===== config.mk =====
export PLATFORM = sky130hd
export DESIGN_NAME = ifetch_queue_filler
export DESIGN_NICKNAME = d
export VERILOG_FILES = /design/src/rtl/ifetch_queue_filler.sv
export SDC_FILE = /design/constraint.sdc
export NUM_CORES = 1
export LEC_CHECK = 0
export ABC_AREA = 1
export CAP_MARGIN = 20
export CORE_MARGIN = 4
export CORE_UTILIZATION = 40
export DETAILED_ROUTE_END_ITERATION = 16
export PLACE_DENSITY = 0.76
export SETUP_SLACK_MARGIN = 0.15
export SLEW_MARGIN = 20
export SYNTH_ARGS = -nofsm -noshare
export SYNTH_HDL_FRONTEND = slang
export SYNTH_SLANG_ARGS = --single-unit

===== constraint.sdc =====
create_clock -name clk -period 1.4 [get_ports clk]
set_input_delay 0.35 -clock clk [delete_from_list [all_inputs] [get_ports clk]]
set_output_delay 0.35 -clock clk [all_outputs]
set_load 0.01 [all_outputs]

===== src/rtl/ifetch_queue_filler.sv =====
// Fetch front end: walks the PC, reads instruction memory over req/ack, and pushes {pc, instr} into the instruction FIFO.
// Two cycles per instruction (request/ack, then push); holds in push while the FIFO is full; redirect flushes the FIFO in one cycle.
module ifetch_queue_filler #(
    parameter int unsigned               INSTR_WIDTH = 32,
    parameter int unsigned               PC_WIDTH    = 32,
    parameter logic [PC_WIDTH-1:0]       RESET_PC    = '0,
    parameter int unsigned               PC_STEP     = 4
) (
    input  logic                            clk,
    input  logic                            reset,
    input  logic                            stop_IN,
    input  logic                            redirect_IN,
    input  logic [PC_WIDTH-1:0]             redirectPC_IN,
    output logic                            memReq_OUT,
    output logic [PC_WIDTH-1:0]             memAddr_OUT,
    input  logic                            memAck_IN,
    input  logic [INSTR_WIDTH-1:0]          memData_IN,
    input  logic                            qFull_IN,
    output logic                            qPushReq_OUT,
    output logic [PC_WIDTH+INSTR_WIDTH-1:0] qData_OUT,
    output logic                            qFlush_OUT,
    output logic [PC_WIDTH-1:0]             pc_OUT,
    output logic [15:0]                     fetchCount_OUT
);

    typedef enum logic [1:0] {
        S_START,
        S_REQ,
        S_PUSH,
        S_FLUSH
    } state_t;

    state_t                          state;
    logic [PC_WIDTH-1:0]             pc;
    logic [PC_WIDTH+INSTR_WIDTH-1:0] hold;
    logic [15:0]                     fetch_count;

    // Handshake strobes decode straight from state so stop/full/redirect act within the cycle.
    assign memReq_OUT     = (state == S_REQ) && !stop_IN;
    assign qPushReq_OUT   = (state == S_PUSH) && !qFull_IN && !redirect_IN;
    assign qFlush_OUT     = (state == S_FLUSH);
    assign memAddr_OUT    = pc;
    assign pc_OUT         = pc;
    assign qData_OUT      = hold;
    assign fetchCount_OUT = fetch_count;

    always_ff @(posedge clk or negedge reset) begin
        if (!reset) begin
            state       <= S_START;
            pc          <= RESET_PC;
            hold        <= '0;
            fetch_count <= '0;
        end else if (redirect_IN) begin
            // Redirect wins everywhere: any ack or push opportunity this cycle is dropped.
            state <= S_FLUSH;
            pc    <= redirectPC_IN;
            hold  <= '0;
        end else begin
            case (state)
                S_START: state <= S_REQ;
                S_REQ: begin
                    if (!stop_IN && memAck_IN) begin
                        hold  <= {pc, memData_IN};
                        state <= S_PUSH;
                    end
                end
                S_PUSH: begin
                    if (!qFull_IN) begin
                        pc          <= pc + PC_WIDTH'(PC_STEP);
                        fetch_count <= fetch_count + 16'd1;
                        state       <= S_REQ;
                    end
                end
                S_FLUSH: state <= S_REQ;
                default: state <= S_START;
            endcase
        end
    end

endmodule


==> Yosys cells after proc, flatten, opt, wreduce, memory -nomap -nowiden <==
Index checks and enable logic that the tools add are counted.
{ "word_totals": {"ram_bits": 0, "memories": 0, "output_inout_bits": 147, "romBits": 0, "latchBits": 0, "reg_bits": 114} }
{ "classes": {"shift": 0, "n_addsub": 2, "magnitude_cmp": 0, "bitwise_logic": 2, "div": 0, "n_mul": 0, "mux": 10, "eq_ne": 6, "n_reduce_logical": 16} }
{ "ops": {"columns": ["operator", "count"], "rows": [
  ["$mux W64", 3],
  ["$mux W32", 3],
  ["$add A32 B3 Y32 const B", 1],
  ["$add A16 B1 Y16 const B", 1],
  ["$mux W2", 3],
  ["$pmux W2 S3", 1],
  ["$reduce_and A2 Y1", 3],
  ["$reduce_bool A2 Y1", 3],
  ["$eq A2 B2 Y1 const B", 2],
  ["$logic_and A1 B1 Y1", 4],
  ["$logic_not A1 Y1", 3],
  ["$ne A3 B2 Y1 const B", 1],
  ["$ne A3 B3 Y1 const B", 1],
  ["$reduce_and A3 Y1", 1],
  ["$eq A2 B1 Y1 const B", 1],
  ["$logic_not A2 Y1", 1],
  ["$ne A2 B2 Y1 const B", 1],
  ["$not A1 Y1", 2],
  ["$reduce_or A2 Y1", 1]
]} }

==> Logic depth before layout (Yosys ltp) <==
{ "logic_depth": {"ltp_word": 5, "ltp_mapped": 10} }

==> Least setup slack after synthesis <==
No wires, ideal clock.
{ "synth_path": {"path_type": "reg2reg", "from": "register pc[3], in the netlist memAddr_OUT[3]", "to": "register pc[22], in the netlist memAddr_OUT[22]", "stages_incl_launch_ff": 11, "setup_ns": 0.116, "synth_period_minus_slack_ns": 1.495, "setup_slack_ns": -0.095, "n_path_buf": 0, "arrival_time_ns": 1.379, "t_required_ns": 1.284, "path_cell_list": "dfrtp_1 -> ha_1 -> inv_1 -> nor2_2 -> nand2_2 -> nor2_2 -> nand2_1 -> nand2_1 -> nand3_1 -> nand2_1 -> nand2_1"} }
{ "synth_via": {"elab_chain_len": 4} }
{ "synth_rtl": {"columns": ["item", "line", "source"], "rows": [
  ["start: declaration", "34", "logic [PC_WIDTH-1:0] pc;"],
  ["start signal: assignment", "56", "pc <= redirectPC_IN;"],
  ["start signal: assignment", "69", "pc <= pc + PC_WIDTH'(PC_STEP);"],
  ["$add A32 B3 Y32", "69", null],
  ["$mux W32", "68", "if (!qFull_IN) begin"],
  ["$mux W32", "59", "case (state)"],
  ["$mux W32", "53", "end else if (redirect_IN) begin"]
]} }
Every way passes these cells. The select of a mux whose other input is x is not followed.
A chain may end at the register's enable or synchronous reset.

==> Worst setup path after layout <==
{ "layout_path": {"from": "register state[1]", "to": "output port memReq_OUT"} }
{ "layout_via": {"elab_chain_len": 2} }
{ "layout_rtl": {"columns": ["item", "line", "source"], "rows": [
  ["start: declaration", "33", "state_t state;"],
  ["start signal: assignment", "49", "state <= S_START;"],
  ["start signal: assignment", "55", "state <= S_FLUSH;"],
  ["start signal: assignment", "60", "S_START: state <= S_REQ;"],
  ["$eq A2 B1 Y1", "39", "assign memReq_OUT = (state == S_REQ) && !stop_IN;"],
  ["$logic_and A1 B1 Y1", "39", null],
  ["end: declaration", "14", "output logic memReq_OUT,"]
]} }
Every way passes these cells.

==> metrics.yaml <==
status: "finished, violations left"
violations: "setup timing"
hpwl_um: 14100
utilization_pct: 76.5
clockBufferDepth: 2
hp-class: "in -> async"
leakagePower_nw: 5.65
slew_headroom_pct: 75.3
irDropWorstVdd_v: 0.000945
final_cell_mix: "nand2_1 (204), buf_4 (135), buf_6 (134)"
worstPathCellList: "buf_4, nor2_4, inv_2, nor2_1, buf_2"
use_met1_pct: 31.6
finClkSkew_ps: 5.43
worstMarginPinSlew_ps: 369
ios: 217
grt_antenna_before_repair: 0
rr_worst_depth: 9
yosysSeqAreaShare_pct: 48.6
cp.arrival_ps: 1390
die_w_um: 129
grt_max_degree: 37
num_vias: 7030
htreeDepth: 4
clk_pin_slew_worst_paths_ps: 50
worstPathRequired_ps: 1050
cellPowerDensity_nw_per_um2: 1040
synth.avg_cell_area_um2: 8.03
yosysWarnings: 0
fmax_ghz: 0.576
track_usage_pct: 26.1
finalSetupViolCount: 146
core_area_um2: 14500
clk_latency_ps: 420
grt_pass1_wl_um: 33700
finalNonFillerCells: 1326
synth_edf_count: 0
crit_fanout: 3
setup_tns_ps: -16530
gr-total-overflow: 0
synth_fp_nets: 804
synthArstFlopShare_pct: 100
pre_cts_ws_ps: -623
detail_route.iter0.violations: 406
dominantRegCellSynth: "dfrtp_1"
root_buffer: "clkbuf_16"
critPathCaptureType: "primary output"
synthToLayoutAreaGrowth_pct: 88.6
drive_above_1_share_pct: 47.3
gp_congestion: 0.925
clock-sinks: 114
r2r_start: "state[1]"
netlist-cell-type-count: 33
rrSetupSlack_ps: -210
total_power_mw: 11.5
critPathSlowestCell: "dfrtp_1"
synth-seq-cells: 114
max_stage_delay_ps: 410
wire_per_inst_um: 19.3
rsz0062_at_grt: "yes"
r2r_end: "qData_OUT[13]"
place.port_buffers: 216
wirelength_um: 25600
drv_slew: 0
start_util_pct: 40.6
grt.busiest_layer: "met2"
cts_tree: "done"
num_rows: 44
cts_buffers: 17
drc: 0
diodes: 0
placed_cells: 1148
grtUsageMet3_pct: 7.25
syn_area_um2: 5870
hold_violations: 0
first_pass_iters: 5
die-area_um2: 16700
antenna_left: 0
grt_pass1_vias: 6579
post-route-period-util_pct: 124
cap_violations: 0
final_common_cell: "nand2_1"
grtUsageMet2_pct: 44.1
die_y_um: 129
via_per_inst: 5.30
synth_cells: 732
nets: 1203
period_needed_ps: 1740
crit_type: "reg -> out"
fin_ws_ps: -336
cp-start-kind: "flip-flop"
==> worst max-delay path, delay by kind of cell (launching register included) <==
kind / cells / cell delay, ps
flops: 1 / 410
buf+inv: 3 / 350
simple gates: 2 / 210
==> layout make-up <==
class	instances	area, um^2
fillers	885	3400
well taps	184	230
flip-flops and latches	114	2880
clock buffers	26	529
clock inverters	4	70.1
inverters	70	298
multi-input cells	491	2860
repair buffers	437	4210
==> logic make-up after synthesis <==
kind of cell    Yosys count  synth area share [%]
buf+inv                 127                  10.7
fa+ha+maj                 2                 0.426
xor+xnor                 11                  1.64
compound gates          102                  11.4
simple gates            376                  27.2
flops                   114                  48.6
==> metrics by stage <==
stage	instance area (um^2)	hold WS (ps)
floorplan	5950	54.4
global placement	8600	277
detailed placement	8600	272
CTS	9940	387
global route	11100	397
finish	11100	391
==> timing repair <==
action	4_1_cts	5_1_grt
pin swaps	30	28
hold buffers	1	0
setup endpoints to repair	255	259
gates cloned	3	13
setup buffers	87	44
gates resized for setup	780	147
hold endpoints to repair	17	0
==> report_power, final <==
part           internal (mW)  leakage (nW)  switching (mW)
sequential              3.56          1.46           0.247
combinational           1.76          3.89            1.51
clock                   2.92         0.298            1.49
total                   8.24          5.65            3.25
==> worst max-delay path by stage <==
stage	endpoint	startpoint	slack [ps]	cells after the start
2_1_floorplan	memAddr_OUT[14]	memAddr_OUT[2]	-20	8
3_3_place_gp	qPushReq_OUT	qFull_IN	-620	5
3_5_place_dp	qPushReq_OUT	qFull_IN	-620	5
4_1_cts	memReq_OUT	state[1]	-290	5
5_1_grt	memReq_OUT	state[1]	-390	5
6_report	memReq_OUT	state[1]	-340	5
==> Yosys cell counts (2+ instances only) <==
cell	instances	area [um^2]
nand2_1	234	878
dfrtp_1	114	2850
inv_1	65	244
nor2_1	60	225
nand3_1	40	200
o21ai_0	37	185
a22o_1	33	289
buf_4	33	248
buf_2	18	90.1
a21oi_1	12	60.1
nor3_1	12	60.1
xor2_1	11	96.3
nand4_1	8	50.1
nor2_2	7	43.8
clkbuf_1	6	22.5
o211ai_1	6	45.0
inv_2	4	15.0
nand2_2	4	25.0
nor2_4	4	45.0
o21ai_1	4	20.0
o31ai_1	3	22.5
a21boi_0	2	15.0
a31oi_1	2	12.5
and2_1	2	12.5
ha_1	2	25.0
nand2_4	2	22.5
==> state kept, by name, summed over array words and instances (netlist names) <==
| name | cells |
|---|---|
| state | 2 |
| fetchCount_OUT | 16 |
| qData_OUT | 64 |
| memAddr_OUT | 32 |
==> routing by layer <==
| metal | up-vias | wire length, um | share of wire, % |
|---|---|---|---|
| li1 | 3143 | - | - |
| met1 | 3401 | 9250 | 36 |
| met2 | 403 | 12900 | 50 |
| met3 | 83 | 2470 | 9.6 |
| met4 | 0 | 966 | 3.8 |
| met5 | - | 0 | 0 |
(Power assumes the default switching activity.)
